## config.mk

```make
export PLATFORM = sky130hd
export DESIGN_NAME = core_mailbox
export DESIGN_NICKNAME = d
export VERILOG_FILES = /design/src/rtl/core_mailbox_pkg.sv /design/src/rtl/mbox_fifo.sv /design/src/rtl/core_mailbox.sv
export SDC_FILE = /design/constraint.sdc
export NUM_CORES = 1
export LEC_CHECK = 0
export CORE_MARGIN = 2
export CORE_UTILIZATION = 45
export CTS_BUF_LIST = sky130_fd_sc_hd__clkbuf_2
export DETAILED_ROUTE_END_ITERATION = 12
export GPL_ROUTABILITY_DRIVEN = 0
export MAX_ROUTING_LAYER = met4
export PLACE_DENSITY_LB_ADDON = 0.05
export SYNTH_ARGS = -nofsm -noshare
export SYNTH_HDL_FRONTEND = slang
export SYNTH_HIERARCHICAL = 1
export SYNTH_SLANG_ARGS = --single-unit
```

## constraint.sdc

```tcl
create_clock -name clk -period 3.9 [get_ports clk]
set_input_delay 1.17 -clock clk [delete_from_list [all_inputs] [get_ports clk]]
set_output_delay 1.17 -clock clk [all_outputs]
set_load 0.005 [all_outputs]
```

## src/rtl/core_mailbox_pkg.sv

```systemverilog
// core_mailbox_pkg: shared definitions for the inter-core mailbox.
//   - Register select offsets (addr[3:2]) for DATA, STATUS and CTRL.
//   - STATUS and CTRL bit positions.
//   - status_word(): packs the STATUS register from its fields.
package core_mailbox_pkg;

  localparam logic [1:0] MBOX_DATA   = 2'd0;
  localparam logic [1:0] MBOX_STATUS = 2'd1;
  localparam logic [1:0] MBOX_CTRL   = 2'd2;

  localparam int unsigned STAT_NOT_EMPTY_BIT = 0;
  localparam int unsigned STAT_FULL_BIT      = 1;
  localparam int unsigned STAT_OVF_BIT       = 2;
  localparam int unsigned STAT_COUNT_LSB     = 8;

  localparam int unsigned CTRL_FLUSH_BIT   = 0;
  localparam int unsigned CTRL_OVF_CLR_BIT = 1;

  function automatic logic [31:0] status_word(input logic       not_empty,
                                              input logic       full,
                                              input logic       ovf,
                                              input logic [7:0] count);
    logic [31:0] w;
    w                       = '0;
    w[STAT_NOT_EMPTY_BIT]   = not_empty;
    w[STAT_FULL_BIT]        = full;
    w[STAT_OVF_BIT]         = ovf;
    w[STAT_COUNT_LSB +: 8]  = count;
    return w;
  endfunction

endpackage

```

## src/rtl/mbox_fifo.sv

```systemverilog
// mbox_fifo: circular-buffer FIFO for one mailbox direction.
// Ports:
//   clk_i, rst_i           clock, asynchronous active-high reset
//   push_i, wdata_i        sender writes a word (dropped when full unless popped same cycle)
//   pop_i                  receiver consumes the head (ignored when empty)
//   flush_i                receiver empties the FIFO; wins over a same-cycle push
//   rdata_o                head word, 0 when empty
//   count_o                number of stored words
//   full_o, empty_o        occupancy flags
//   drop_o                 this cycle's push is being rejected because the FIFO is full
module mbox_fifo #(
  parameter int unsigned Depth = 8
) (
  input  logic                     clk_i,
  input  logic                     rst_i,
  input  logic                     push_i,
  input  logic                     pop_i,
  input  logic                     flush_i,
  input  logic [31:0]              wdata_i,
  output logic [31:0]              rdata_o,
  output logic [$clog2(Depth):0]   count_o,
  output logic                     full_o,
  output logic                     empty_o,
  output logic                     drop_o
);

  localparam int unsigned AW = $clog2(Depth);
  localparam int unsigned CW = AW + 1;

  logic [31:0]   mem_q [Depth];
  logic [AW-1:0] wr_ptr_q, wr_ptr_d;
  logic [AW-1:0] rd_ptr_q, rd_ptr_d;
  logic [CW-1:0] count_q, count_d;
  logic          full, empty, do_push, do_pop;

  assign full  = (count_q == CW'(Depth));
  assign empty = (count_q == '0);

  // A pop on a full FIFO frees the slot the same-cycle push lands in.
  assign do_pop  = pop_i & ~empty & ~flush_i;
  assign do_push = push_i & (~full | pop_i) & ~flush_i;
  assign drop_o  = push_i & full & ~pop_i & ~flush_i;

  always_comb begin
    wr_ptr_d = wr_ptr_q;
    rd_ptr_d = rd_ptr_q;
    count_d  = count_q;
    if (flush_i) begin
      rd_ptr_d = wr_ptr_q;
      count_d  = '0;
    end else begin
      if (do_push) wr_ptr_d = wr_ptr_q + AW'(1);
      if (do_pop)  rd_ptr_d = rd_ptr_q + AW'(1);
      case ({do_push, do_pop})
        2'b10:   count_d = count_q + CW'(1);
        2'b01:   count_d = count_q - CW'(1);
        default: count_d = count_q;
      endcase
    end
  end

  always_ff @(posedge clk_i or posedge rst_i) begin
    if (rst_i) begin
      wr_ptr_q <= '0;
      rd_ptr_q <= '0;
      count_q  <= '0;
    end else begin
      wr_ptr_q <= wr_ptr_d;
      rd_ptr_q <= rd_ptr_d;
      count_q  <= count_d;
    end
  end

  // Storage needs no reset: entries are only visible while counted.
  always_ff @(posedge clk_i) begin
    if (do_push) mem_q[wr_ptr_q] <= wdata_i;
  end

  assign rdata_o = empty ? '0 : mem_q[rd_ptr_q];
  assign count_o = count_q;
  assign full_o  = full;
  assign empty_o = empty;

endmodule

```

## src/rtl/core_mailbox.sv

```systemverilog
// core_mailbox: memory-mapped message mailbox between core 0 and core 1.
// Two FIFOs: core 0 -> core 1 and core 1 -> core 0. Register window at BASE (16 bytes):
//   +0x0 DATA   store pushes outbound, load reads inbound head (pops when reN=1)
//   +0x4 STATUS {count[15:8], ovf[2], outbound full[1], inbound non-empty[0]}
//   +0x8 CTRL   write-only: bit0 flush inbound, bit1 clear overflow flag
//   +0xC reserved
// Ports (N = 0, 1):
//   clk, reset           clock, asynchronous active-high reset
//   weN, reN             store / load strobes
//   addrN, wdataN        bus address and store data
//   rdataN               load data (0 outside the window)
//   hitN                 address falls in the mailbox window
//   irqN                 inbound FIFO non-empty
// Build option: define CORE_MAILBOX_OVF_STICKY_EN to build sticky per-sender overflow flags.
module core_mailbox
  import core_mailbox_pkg::*;
#(
  parameter int unsigned DEPTH = 8,
  parameter logic [31:0] BASE  = 32'h0000_0080
) (
  input  logic        clk,
  input  logic        reset,
  input  logic        we0,
  input  logic        re0,
  input  logic [31:0] addr0,
  input  logic [31:0] wdata0,
  output logic [31:0] rdata0,
  output logic        hit0,
  output logic        irq0,
  input  logic        we1,
  input  logic        re1,
  input  logic [31:0] addr1,
  input  logic [31:0] wdata1,
  output logic [31:0] rdata1,
  output logic        hit1,
  output logic        irq1
);

  localparam int unsigned CW = $clog2(DEPTH) + 1;

  logic [1:0]    sel0, sel1;
  logic          push0, pop0, ctrl0, flush0, clr0;
  logic          push1, pop1, ctrl1, flush1, clr1;
  logic [31:0]   head_01, head_10;
  logic [CW-1:0] count_01, count_10;
  logic          full_01, full_10, empty_01, empty_10, drop_01, drop_10;
  logic          ovf0, ovf1;
  logic [31:0]   status0, status1;

  assign hit0 = (addr0[31:4] == BASE[31:4]);
  assign hit1 = (addr1[31:4] == BASE[31:4]);
  assign sel0 = addr0[3:2];
  assign sel1 = addr1[3:2];

  assign push0  = hit0 & we0 & (sel0 == MBOX_DATA);
  assign pop0   = hit0 & re0 & (sel0 == MBOX_DATA);
  assign ctrl0  = hit0 & we0 & (sel0 == MBOX_CTRL);
  assign flush0 = ctrl0 & wdata0[CTRL_FLUSH_BIT];
  assign clr0   = ctrl0 & wdata0[CTRL_OVF_CLR_BIT];

  assign push1  = hit1 & we1 & (sel1 == MBOX_DATA);
  assign pop1   = hit1 & re1 & (sel1 == MBOX_DATA);
  assign ctrl1  = hit1 & we1 & (sel1 == MBOX_CTRL);
  assign flush1 = ctrl1 & wdata1[CTRL_FLUSH_BIT];
  assign clr1   = ctrl1 & wdata1[CTRL_OVF_CLR_BIT];

  // Core 0 -> core 1: core 0 pushes, core 1 pops and flushes.
  mbox_fifo #(
    .Depth (DEPTH)
  ) u_fifo_01 (
    .clk_i   (clk),
    .rst_i   (reset),
    .push_i  (push0),
    .pop_i   (pop1),
    .flush_i (flush1),
    .wdata_i (wdata0),
    .rdata_o (head_01),
    .count_o (count_01),
    .full_o  (full_01),
    .empty_o (empty_01),
    .drop_o  (drop_01)
  );

  // Core 1 -> core 0.
  mbox_fifo #(
    .Depth (DEPTH)
  ) u_fifo_10 (
    .clk_i   (clk),
    .rst_i   (reset),
    .push_i  (push1),
    .pop_i   (pop0),
    .flush_i (flush0),
    .wdata_i (wdata1),
    .rdata_o (head_10),
    .count_o (count_10),
    .full_o  (full_10),
    .empty_o (empty_10),
    .drop_o  (drop_10)
  );

`ifdef CORE_MAILBOX_OVF_STICKY_EN
  logic ovf0_q, ovf0_d, ovf1_q, ovf1_d;

  // A new overflow beats a same-cycle clear.
  assign ovf0_d = (ovf0_q & ~clr0) | drop_01;
  assign ovf1_d = (ovf1_q & ~clr1) | drop_10;

  always_ff @(posedge clk or posedge reset) begin
    if (reset) begin
      ovf0_q <= 1'b0;
      ovf1_q <= 1'b0;
    end else begin
      ovf0_q <= ovf0_d;
      ovf1_q <= ovf1_d;
    end
  end

  assign ovf0 = ovf0_q;
  assign ovf1 = ovf1_q;
`else
  logic unused_ovf;
  assign unused_ovf = ^{drop_01, drop_10, clr0, clr1};
  assign ovf0       = 1'b0;
  assign ovf1       = 1'b0;
`endif

  logic unused_addr;
  assign unused_addr = ^{addr0[1:0], addr1[1:0]};

  assign status0 = status_word(~empty_10, full_01, ovf0, 8'(count_10));
  assign status1 = status_word(~empty_01, full_10, ovf1, 8'(count_01));

  always_comb begin
    rdata0 = '0;
    if (hit0) begin
      case (sel0)
        MBOX_DATA:   rdata0 = head_10;
        MBOX_STATUS: rdata0 = status0;
        default:     rdata0 = '0;
      endcase
    end
  end

  always_comb begin
    rdata1 = '0;
    if (hit1) begin
      case (sel1)
        MBOX_DATA:   rdata1 = head_01;
        MBOX_STATUS: rdata1 = status1;
        default:     rdata1 = '0;
      endcase
    end
  end

  assign irq0 = ~empty_10;
  assign irq1 = ~empty_01;

endmodule

```

==> summary.txt <==
Setup path
  – Critical path's largest stage delay: 0.51 ns
  – Crit-path max FO: 6
  – Crit path DAT: 3.38 ns
  – Worst path most repeated cell: buf_12
  – Crit end category: output pin
  – Top delay family on crit path: multiplexers
  – WP data required: 2.73 ns
  – Crit start category: register
  – CP Buf/Inv Count: 4
  – Slowest cell on the critical path: dfrtp_4
  – CP cell instances: buf_12 -> buf_12 -> buf_12 -> mux4_2 -> mux2i_1 -> nor2_1 -> mux2i_1 -> nor3_1 -> buf_2
  – CP Class: register to output pin

Detailed routing
  – Routed length per instance: 22.6 µm
  – WL met3: approximately 3200 µm
  – Overall routed net length: about 55000 µm
  – DRC viols: 0
  – Met1 WL: 24000 µm
  – Top routing layer in use: met4
  – Avg Vias per Cell: 5.32
  – Drt first-iter violations: 796
  – WL met2: 26600 µm
  – DR vias: roughly 13000
  – ANT nets after route: 0
  – TritonRoute pass-1 iters: 5

Power and ir drop
  – Leak Pwr: 0.00978 µW
  – Switching Share: 0.223
  – Logic pwr share: 0.024
  – Int Pwr: 8080 µW
  – Post-layout total power: 10400 µW
  – Seq pwr share: 0.600
  – PwrDens: between 300 and 400 nW/µm²
  – Clk pwr share: 0.375
  – Peak supply drop: 0.255 mV
  – P_sw: 2330 µW

Final layout
  – Layout cells sized above 1: 0.429
  – Area delta synth->final: 29.6%
  – Nets: 1805
  – Fin cells: 2421

STA
  – Least-Margin Pin Slew: 0.904 ns
  – Clock Skew: around 0.075 ns
  – Final hold violations: 0
  – Final setup margin: -0.648 ns
  – Setup-failing EPs final: 64
  – Fin. max-slew vios: 0
  – Fin crit share: 1.17
  – Fmax: 220 MHz
  – Max_slew headroom: 0.397
  – Min cycle time layout: between 4 and 5 ns
  – WHS: ~0.19 ns
  – RSZ-0062 raised after global routing: true

Global route
  – Total GRT Usage: 0.229
  – Largest net degree at the start of global routing: 28
  – Vias in the first global route: 13400
  – GRT overflow: 0
  – Initial antenna violation count: 4
  – First-pass GRT wire length: 81300 µm

Min path
  – HP Class: input pin to asynchronous set/reset pin

Clocking
  – Max clock buf depth: 3
  – TritonCTS Sinks: 532
  – Htree depth: 4
  – Reg clk slew, reported paths: 0.09 ns
  – Clock latency on the worst-skew pair: 1.33 ns
  – Root Buffer: clkbuf_2
  – Hold_buf cts: 0
  – CTS tree: done
  – CTS Buf Count: 140

Placement
  – DP HPWL: 31200 µm
  – I/O Buffers: 197
  – Post-Place Cells: approximately 2100

Floorplan
  – Initial Utilization: 0.455
  – I/O pin total: 202
  – Die span in x: around 230 µm
  – Die H: 226 µm
  – Std-Cell Core Area: 48800 µm²
  – Die ar.: 51100 µm²
  – Rows: 81

Logic synthesis
  – Synth warn: 6
  – Syn_nets: around 1300
  – Mapped Cells: 1170
  – Post-Syn Area: 22200 µm²
  – Avg Synthesized Cell Area: 19.0 µm²

Outcome
  – Status: finished, violations left
  – Failing checks: setup timing

Job
  – Max Cap Violations: 0
flip-flops by register name, summed over array words and instances, names as in the netlist:
register            cells
u_fifo_01/rd_ptr_q      3
u_fifo_01/count_o       4
u_fifo_10/rd_ptr_q      3
u_fifo_10/count_o       4
u_fifo_10/wr_ptr_q      3
u_fifo_10/mem_q       256
u_fifo_01/wr_ptr_q      3
u_fifo_01/mem_q       256
path summary, 6_finish.rpt:
| check | endpoint | start | slack, ns | cells past startpoint |
|---|---|---|---|---|
| setup / recovery | rdata0[11] | u_fifo_10/rd_ptr_q[0]$_DFFE_PP0P_ | -0.65 | 9 |
| hold / removal | u_fifo_10/wr_ptr_q[0]$_DFFE_PP0P_ | reset | 0.19 | 2 |
| setup reg to reg | u_fifo_01/count_o[3]$_DFFE_PP0P_ | u_fifo_01/count_o[3]$_DFFE_PP0P_ | 1.58 | 7 |
| hold reg to reg | u_fifo_01/wr_ptr_q[0]$_DFFE_PP0P_ | u_fifo_01/wr_ptr_q[0]$_DFFE_PP0P_ | 0.57 | 2 |
| max in group asynchronous | u_fifo_01/rd_ptr_q[0]$_DFFE_PP0P_ | reset | 3.31 | 2 |
| min in group clk | u_fifo_01/wr_ptr_q[0]$_DFFE_PP0P_ | u_fifo_01/wr_ptr_q[0]$_DFFE_PP0P_ | 0.57 | 2 |
per-layer routing:
metal / vias to the layer above / global-route usage
met5: - / -
met4: 0 / 0.0758
met2: 348 / 0.347
li1: 5772 / -
met3: 76 / 0.0638
met1: 6690 / 0.300
layout by cell type, fill, tap and decap left out, types with 31 or more instances in the layout:
master	n
nand2_1	80
buf_4	102
nor3_2	31
clkdlybuf4s50_1	122
buf_6	44
mux2i_1	65
mux4_2	128
nor2_1	65
edfxtp_1	512
buf_2	60
nor3_1	45
buf_12	60
clkbuf_2	205
final cells by class:
type                            instances  area, µm²
Multi-Input combinational cell        562       6200
Antenna cell                            7       17.5
Inverter                                8       48.8
Clock inverter                         27        245
Sequential cell                       532      15900
Fill cell                            3872      20100
Timing Repair Buffer                  419       4510
Tap cell                              664        831
Clock buffer                          202       1010
power groups by stage:
stage	registers [µW]	clock network, µW	logic, µW
floorplan	6380	0	26.5
global placement	6380	0	242
detailed placement	6380	0	251
CTS	6250	4060	254
global route	6250	4350	272
finish	6250	3910	252
what timing repair did:
action                                  4_1_cts  5_1_grt
setup buffers                                70       25
endpoints found under the setup margin       68       67
pin swaps                                    58       44
cloned                                       17        1
resized for setup                           379       61
worst register-to-register path: cells and delay by family (launching register included):
kind / cells / cell delay (ns)
adder cells (fa/ha/maj): 1 / 0.34
flip-flops: 1 / 0.42
buffers and inverters: 1 / 0.17
AND/OR/NAND/NOR: 3 / 0.84
AO/OA/AOI/OAI: 2 / 0.44
stage by stage:
step | TNS [ns] | setup slack [ns] | area (µm²) | utilization
after floorplan | -211.58 | -0.471 | 22200 | -
after global placement | -213.25 | -0.548 | 26200 | 0.535
after detailed placement | -221.54 | -0.536 | 26200 | 0.535
after CTS | -39.82 | -0.800 | 28600 | 0.585
after global routing | -39.02 | -0.787 | 28800 | 0.589
final | -25.33 | -0.648 | 28800 | 0.589
Power figures use the tool's default switching activity.
==> edit 1 (config.mk and constraints unchanged) <==
The option `CORE_MAILBOX_OVF_STICKY_EN` is turned on by a define.
--- a/src/rtl/core_mailbox.sv
+++ b/src/rtl/core_mailbox.sv
@@ -12,6 +12,8 @@
 //   hitN                 address falls in the mailbox window
 //   irqN                 inbound FIFO non-empty
 // Build option: define CORE_MAILBOX_OVF_STICKY_EN to build sticky per-sender overflow flags.
+`define CORE_MAILBOX_OVF_STICKY_EN
+
 module core_mailbox
   import core_mailbox_pkg::*;
 #(
Behaviour: same outputs for any inputs over 4 cycles, from zero or initial values and one cycle with reset high; that may be too few to reach the edited logic, so the function may still have changed.
==> edit 1 against the unedited design <==
  * The run still ends with setup timing left
  * Die area up 2.5%
  * Worst setup slack better by 0.17 ns
  * Cell area is 1.3% higher
  * Global-route usage down 0.58 points
  * Synthesized area grew 2.6%
  * Sequential cell count up 2
  * Routed wire length grew 0.62%
  * Combinational power grew 8.7%
  * Total power rose by 0.41%
  * Critical path type unchanged
  * Highest routed layer unchanged
==> edit 1: results (changes against the unedited design) <==
| Metric | Value |
|---|---|
| Status | `finished, violations left` |
| Violated checks | `setup timing` |
| Layout cell share with drive strength beyond 1 | `0.438 (+0.00903)` |
| Fill cells | `4061 (+4.9%)` |
| CP arrival | `3.21 ns (-0.17 ns)` |
| Via-per-instance ratio | `5.28 (-0.76%)` |
| Min Hold Slack | `0.546 ns (+0.357 ns)` |
| Final nets | `1821 (+0.89%)` |
| Post-Syn Instances | `1185 (+1.3%)` |
| Worst Hold Class | `flip-flop to flip-flop` |
| CP max FO | `7 (+1)` |
| Fin cells | `2447 (+1.1%)` |
| Largest net degree at the start of global routing | `35 (+25%)` |
| CTS buffer count | `141 (+0.71%)` |
| CP endpoint | `rdata1[1]` |
| Clk_lat worst skew | `1.26 ns (-0.07 ns)` |
| Pre-CTS setup slack | `-0.623 ns (-0.0869 ns)` |
| R2R depth | `8 (+1)` |
| Least-Margin Pin Slew | `0.865 ns (-0.0396 ns)` |
| Fin Clk Skew | `0.0661 ns (-0.00939 ns)` |
| Worst VDD drop | `0.000268 V (+5.0%)` |
| Register area | `15900 sq um (+0.31%)` |
| Endpoints failing setup | `64 (unchanged)` |
| Biggest cell delay along the critical path | `0.56 ns (+0.05 ns)` |
| RR Endpoint | `u_fifo_10/count_o[2]` |
| Reg2Reg Setup Slack | `1.60 ns (+0.02 ns)` |
| Vias in the first global route | `13523 (+1.3%)` |
| Crit path launch | `u_fifo_01/rd_ptr_q[0]` |
| Initial DRC Count | `832 (+4.5%)` |
| Detail Placement HPWL | `31.4 mm (+0.65%)` |
| Leakage | `10.0 nW (+2.4%)` |
| Worst setup margin | `-0.477 ns (+0.170 ns)` |
| Synth Net Count | `1327 (+1.1%)` |
| Placed cells | `2120 (+1.4%)` |
| CP top delay family | `flip-flops` |
| FF-to-FF Start | `u_fifo_10/count_o[0]` |
| Routed WL | `55.2 mm (+0.62%)` |
| Number of flops mapped to enable cells by yosys | `512` |
| Total track usage | `0.223 (-0.00582)` |
| Routed Antenna Nets | `0 (unchanged)` |
| First-pass GRT wire length | `82.6 mm (+1.6%)` |
| Setup_tns | `-22.00 ns (+3.33 ns)` |
| CTS Buffer Depth | `3 (unchanged)` |
edit 1: per-layer routing:
| metal | track usage | part of all wire | up-vias |
|---|---|---|---|
| met1 | 0.299 | 0.45 | 6639 |
| met4 | 0.0765 | 0.016 | 0 |
| met3 | 0.0581 | 0.055 | 70 |
| li1 | - | - | 5856 |
| met2 | 0.332 | 0.48 | 360 |
| met5 | - | 0 | - |
edit 1: layout make-up:
| class | instances | share of cell area |
|---|---|---|
| antenna | 4 | 0.000343 |
| clock buffer | 201 | 0.0345 |
| clock inverter | 34 | 0.00940 |
| inverter | 63 | 0.00850 |
| multi-input combinational | 516 | 0.219 |
| sequential | 534 | 0.547 |
| tap | 672 | 0.0288 |
| timing repair buffer | 423 | 0.152 |
edit 1: worst min-delay path by stage:
stage | endpoint | startpoint
global route | u_fifo_10/mem_q[5][13] | wdata1[13]
global placement | ovf1 | ovf1
CTS | u_fifo_01/mem_q[4][3] | wdata0[3]
finish | ovf1 | ovf1
floorplan | ovf0 | ovf0
detailed placement | ovf1 | ovf1
edit 1: kinds of logic (layout without fill, tap and decap cells):
| kind of cell | after synthesis | after routing | synth area share |
|---|---|---|---|
| fa+ha+maj | 8 | 8 | 0.00439 |
| other cells | 0 | 4 | 0 |
| compound gates | 28 | 28 | 0.00978 |
| xor+xnor | 10 | 10 | 0.00384 |
| mux | 214 | 214 | 0.165 |
| buf+inv | 135 | 721 | 0.0337 |
| simple gates | 256 | 256 | 0.0845 |
| flops | 534 | 534 | 0.699 |
edit 1: where the power goes:
| part | internal [mW] | switching, mW |
|---|---|---|
| clock network | 1.70 | 2.20 |
| registers | 6.27 | 0.00000000248 |
| logic | 0.138 | 0.136 |
edit 1: repair_timing:
action,CTS,global route
endpoints found under the setup margin,68,68
hold buffers,1,0
gates resized for setup,368,63
buffers inserted,63,32
gates cloned,9,1
pin swaps,97,56
hold endpoints to repair,2,0
edit 1: stage by stage:
stage               power [mW]  instance area [sq um]
floorplan                 6.44                  22800
global placement          6.66                  26800
detailed placement        6.67                  26800
CTS                       10.6                  29000
global route              10.9                  29200
finish                    10.5                  29200
edit 1: worst reg2reg max path: stages (launching register included):
cell and delay, ns:
dfrtp_1 0.39, or4_4 0.56, buf_4 0.17, and2_1 0.16, xor2_1 0.15, ha_1 0.20
nor3_1 0.20, nor3_1 0.07, mux2_1 0.28
==> edit 2 (same settings) <==
Without the edit above. Register the output `hit0`, without a reset; this adds one clock of latency there. The other outputs are not delayed to match.
--- a/src/rtl/core_mailbox.sv
+++ b/src/rtl/core_mailbox.sv
@@ -38,6 +38,8 @@
 
   localparam int unsigned CW = $clog2(DEPTH) + 1;
 
+  logic hit0_d;
+
   logic [1:0]    sel0, sel1;
   logic          push0, pop0, ctrl0, flush0, clr0;
   logic          push1, pop1, ctrl1, flush1, clr1;
@@ -47,14 +49,14 @@
   logic          ovf0, ovf1;
   logic [31:0]   status0, status1;
 
-  assign hit0 = (addr0[31:4] == BASE[31:4]);
+  assign hit0_d = (addr0[31:4] == BASE[31:4]);
   assign hit1 = (addr1[31:4] == BASE[31:4]);
   assign sel0 = addr0[3:2];
   assign sel1 = addr1[3:2];
 
-  assign push0  = hit0 & we0 & (sel0 == MBOX_DATA);
-  assign pop0   = hit0 & re0 & (sel0 == MBOX_DATA);
-  assign ctrl0  = hit0 & we0 & (sel0 == MBOX_CTRL);
+  assign push0  = hit0_d & we0 & (sel0 == MBOX_DATA);
+  assign pop0   = hit0_d & re0 & (sel0 == MBOX_DATA);
+  assign ctrl0  = hit0_d & we0 & (sel0 == MBOX_CTRL);
   assign flush0 = ctrl0 & wdata0[CTRL_FLUSH_BIT];
   assign clr0   = ctrl0 & wdata0[CTRL_OVF_CLR_BIT];
 
@@ -132,7 +134,7 @@
 
   always_comb begin
     rdata0 = '0;
-    if (hit0) begin
+    if (hit0_d) begin
       case (sel0)
         MBOX_DATA:   rdata0 = head_10;
         MBOX_STATUS: rdata0 = status0;
@@ -155,5 +157,9 @@
   assign irq0 = ~empty_10;
   assign irq1 = ~empty_01;
 
+  always_ff @(posedge clk) begin
+    hit0 <= hit0_d;
+  end
+
 endmodule
 
Formal check against the unedited RTL: not equivalent (a bounded check fails within 4 cycles, from zero or initial values and one cycle with reset high).
==> edit 2 against the unedited design <==
  * Critical endpoint is now rdata1[27]
  * Routed wire length is 4.8% lower
  * Synthesized area is essentially flat
  * Largest power group unchanged
  * Total power is 2.6% higher
  * Cell area down 0.56%
  * Critical path depth did not move
  * Sequential cell count rose by 1
  * The flow still finishes with violations (setup timing)
  * Clock skew shrank 0.011 ns
  * Worst setup slack gained 0.18 ns
==> edit 2: results (changes against the unedited design) <==
| Metric | Value |
|---|---|
| Status | `finished, violations left` |
| Violated checks | `setup timing` |
| Total track usage | `0.220 (-0.00835)` |
| RR Endpoint | `u_fifo_10/mem_q[3][4]` |
| R2R depth | `7 (unchanged)` |
| Reg2Reg Setup Slack | `1.67 ns (+0.09 ns)` |
| Hold Buf Count CTS | `0 (unchanged)` |
| Root buffer cell | `clkbuf_2` |
| Fin cells | `2349 (-3.0%)` |
| Initial DRC Count | `630 (-21%)` |
| Crit path launch | `u_fifo_01/rd_ptr_q[0]` |
| Initial antenna violation count | `5 (+1)` |
| CTS Buffer Depth | `3 (unchanged)` |
| Register area | `15900 sq um (+0.12%)` |
| Worst setup margin | `-0.471 ns (+0.177 ns)` |
| FF-to-FF Start | `u_fifo_10/count_o[0]` |
| Worst Hold Class | `input port to async pin` |
| Final nets | `1726 (-4.4%)` |
| Post-Syn Instances | `1144 (-2.2%)` |
| Fin Clk Skew | `0.0646 ns (-0.0108 ns)` |
| CP top delay family | `buffers and inverters` |
| Largest net degree at the start of global routing | `35 (+25%)` |
| Slowest stage cell on the critical path | `dfrtp_4` |
| Endpoints failing setup | `65 (+1.6%)` |
| Routed WL | `52.2 mm (-4.8%)` |
| Placed cells | `2038 (-2.5%)` |
| Synth Net Count | `1286 (-2.0%)` |
| Post-DP Area | `26200 sq um (about the same)` |
| Port bufs | `197 (unchanged)` |
| Largest regs | `u_fifo_01/mem_q x256, u_fifo_10/mem_q x256` |
| CP max FO | `7 (+1)` |
| Vias in the first global route | `13350 (-0.022%)` |
| Pre-CTS setup slack | `-0.599 ns (-0.0633 ns)` |
| First-pass GRT wire length | `78.9 mm (-3.0%)` |
| CP arrival | `3.20 ns (-0.18 ns)` |
| P_int | `8.38 mW (+3.8%)` |
| Setup_tns | `-21.38 ns (+3.95 ns)` |
| Layout cell share with drive strength beyond 1 | `0.425 (-0.00400)` |
| Pre-Repair DR Iteration Count | `4 (-1)` |
| Fill cells | `3897 (+0.65%)` |
| Max H-tree Level | `4 (unchanged)` |
| Via-per-instance ratio | `5.27 (-1.1%)` |
| CTS buffer count | `138 (-1.4%)` |
| Leakage | `9.55 nW (-2.4%)` |
| Detail Placement HPWL | `29.7 mm (-5.0%)` |
| CP endpoint | `rdata1[27]` |
| Worst-path clk slew | `0.12 ns (+0.03 ns)` |
| Clk_lat worst skew | `1.27 ns (-0.06 ns)` |
| Biggest cell delay along the critical path | `0.51 ns (about the same)` |
| Least-Margin Pin Slew | `0.857 ns (-0.0475 ns)` |
| Worst VDD drop | `0.000230 V (-9.7%)` |
| YS warnings | `6 (unchanged)` |
-- edit 2: per-layer routing --
layer | GRT usage | up-vias | routed length, microns
met5 | - | - | 0
met4 | 0.0834 | 0 | 1190
met3 | 0.0587 | 83 | 2860
met2 | 0.360 | 311 | 26800
met1 | 0.263 | 6357 | 21400
li1 | - | 5620 | -
-- edit 2: layout make-up --
cell class,instances,share of cell area
Multi-Input combinational cell,533,0.218
Antenna cell,8,0.000700
Clock inverter,37,0.0143
Timing Repair Buffer,369,0.145
Sequential cell,533,0.556
Clock buffer,196,0.0343
Inverter,9,0.00171
Tap cell,664,0.0290
-- edit 2: power by group through the flow --
| stage | sequential [mW] | clock [mW] | combinational, mW |
|---|---|---|---|
| after floorplan | 6.39 | 0 | 0.0252 |
| after global placement | 6.39 | 0 | 0.235 |
| after detailed placement | 6.39 | 0 | 0.244 |
| after CTS | 6.26 | 4.35 | 0.246 |
| after global routing | 6.26 | 4.64 | 0.263 |
| final | 6.26 | 4.18 | 0.243 |
-- edit 2: repair_timing --
action,CTS,global route
buffers inserted,55,9
gates resized for setup,377,32
pin swaps,33,35
cloned,13,1
endpoints found under the setup margin,67,67
-- edit 2: worst min-delay path by stage --
stage,startpoint,endpoint,slack (ns),cells past startpoint
after CTS,reset,u_fifo_10/wr_ptr_q[1],0.06,2
after floorplan,u_fifo_01/wr_ptr_q[0],u_fifo_01/wr_ptr_q[0],0.51,2
final,reset,u_fifo_10/wr_ptr_q[1],0.23,2
after global routing,reset,u_fifo_10/count_o[3],0.11,2
after global placement,u_fifo_01/wr_ptr_q[0],u_fifo_01/wr_ptr_q[0],0.55,2
after detailed placement,u_fifo_01/wr_ptr_q[0],u_fifo_01/rd_ptr_q[0],0.55,2
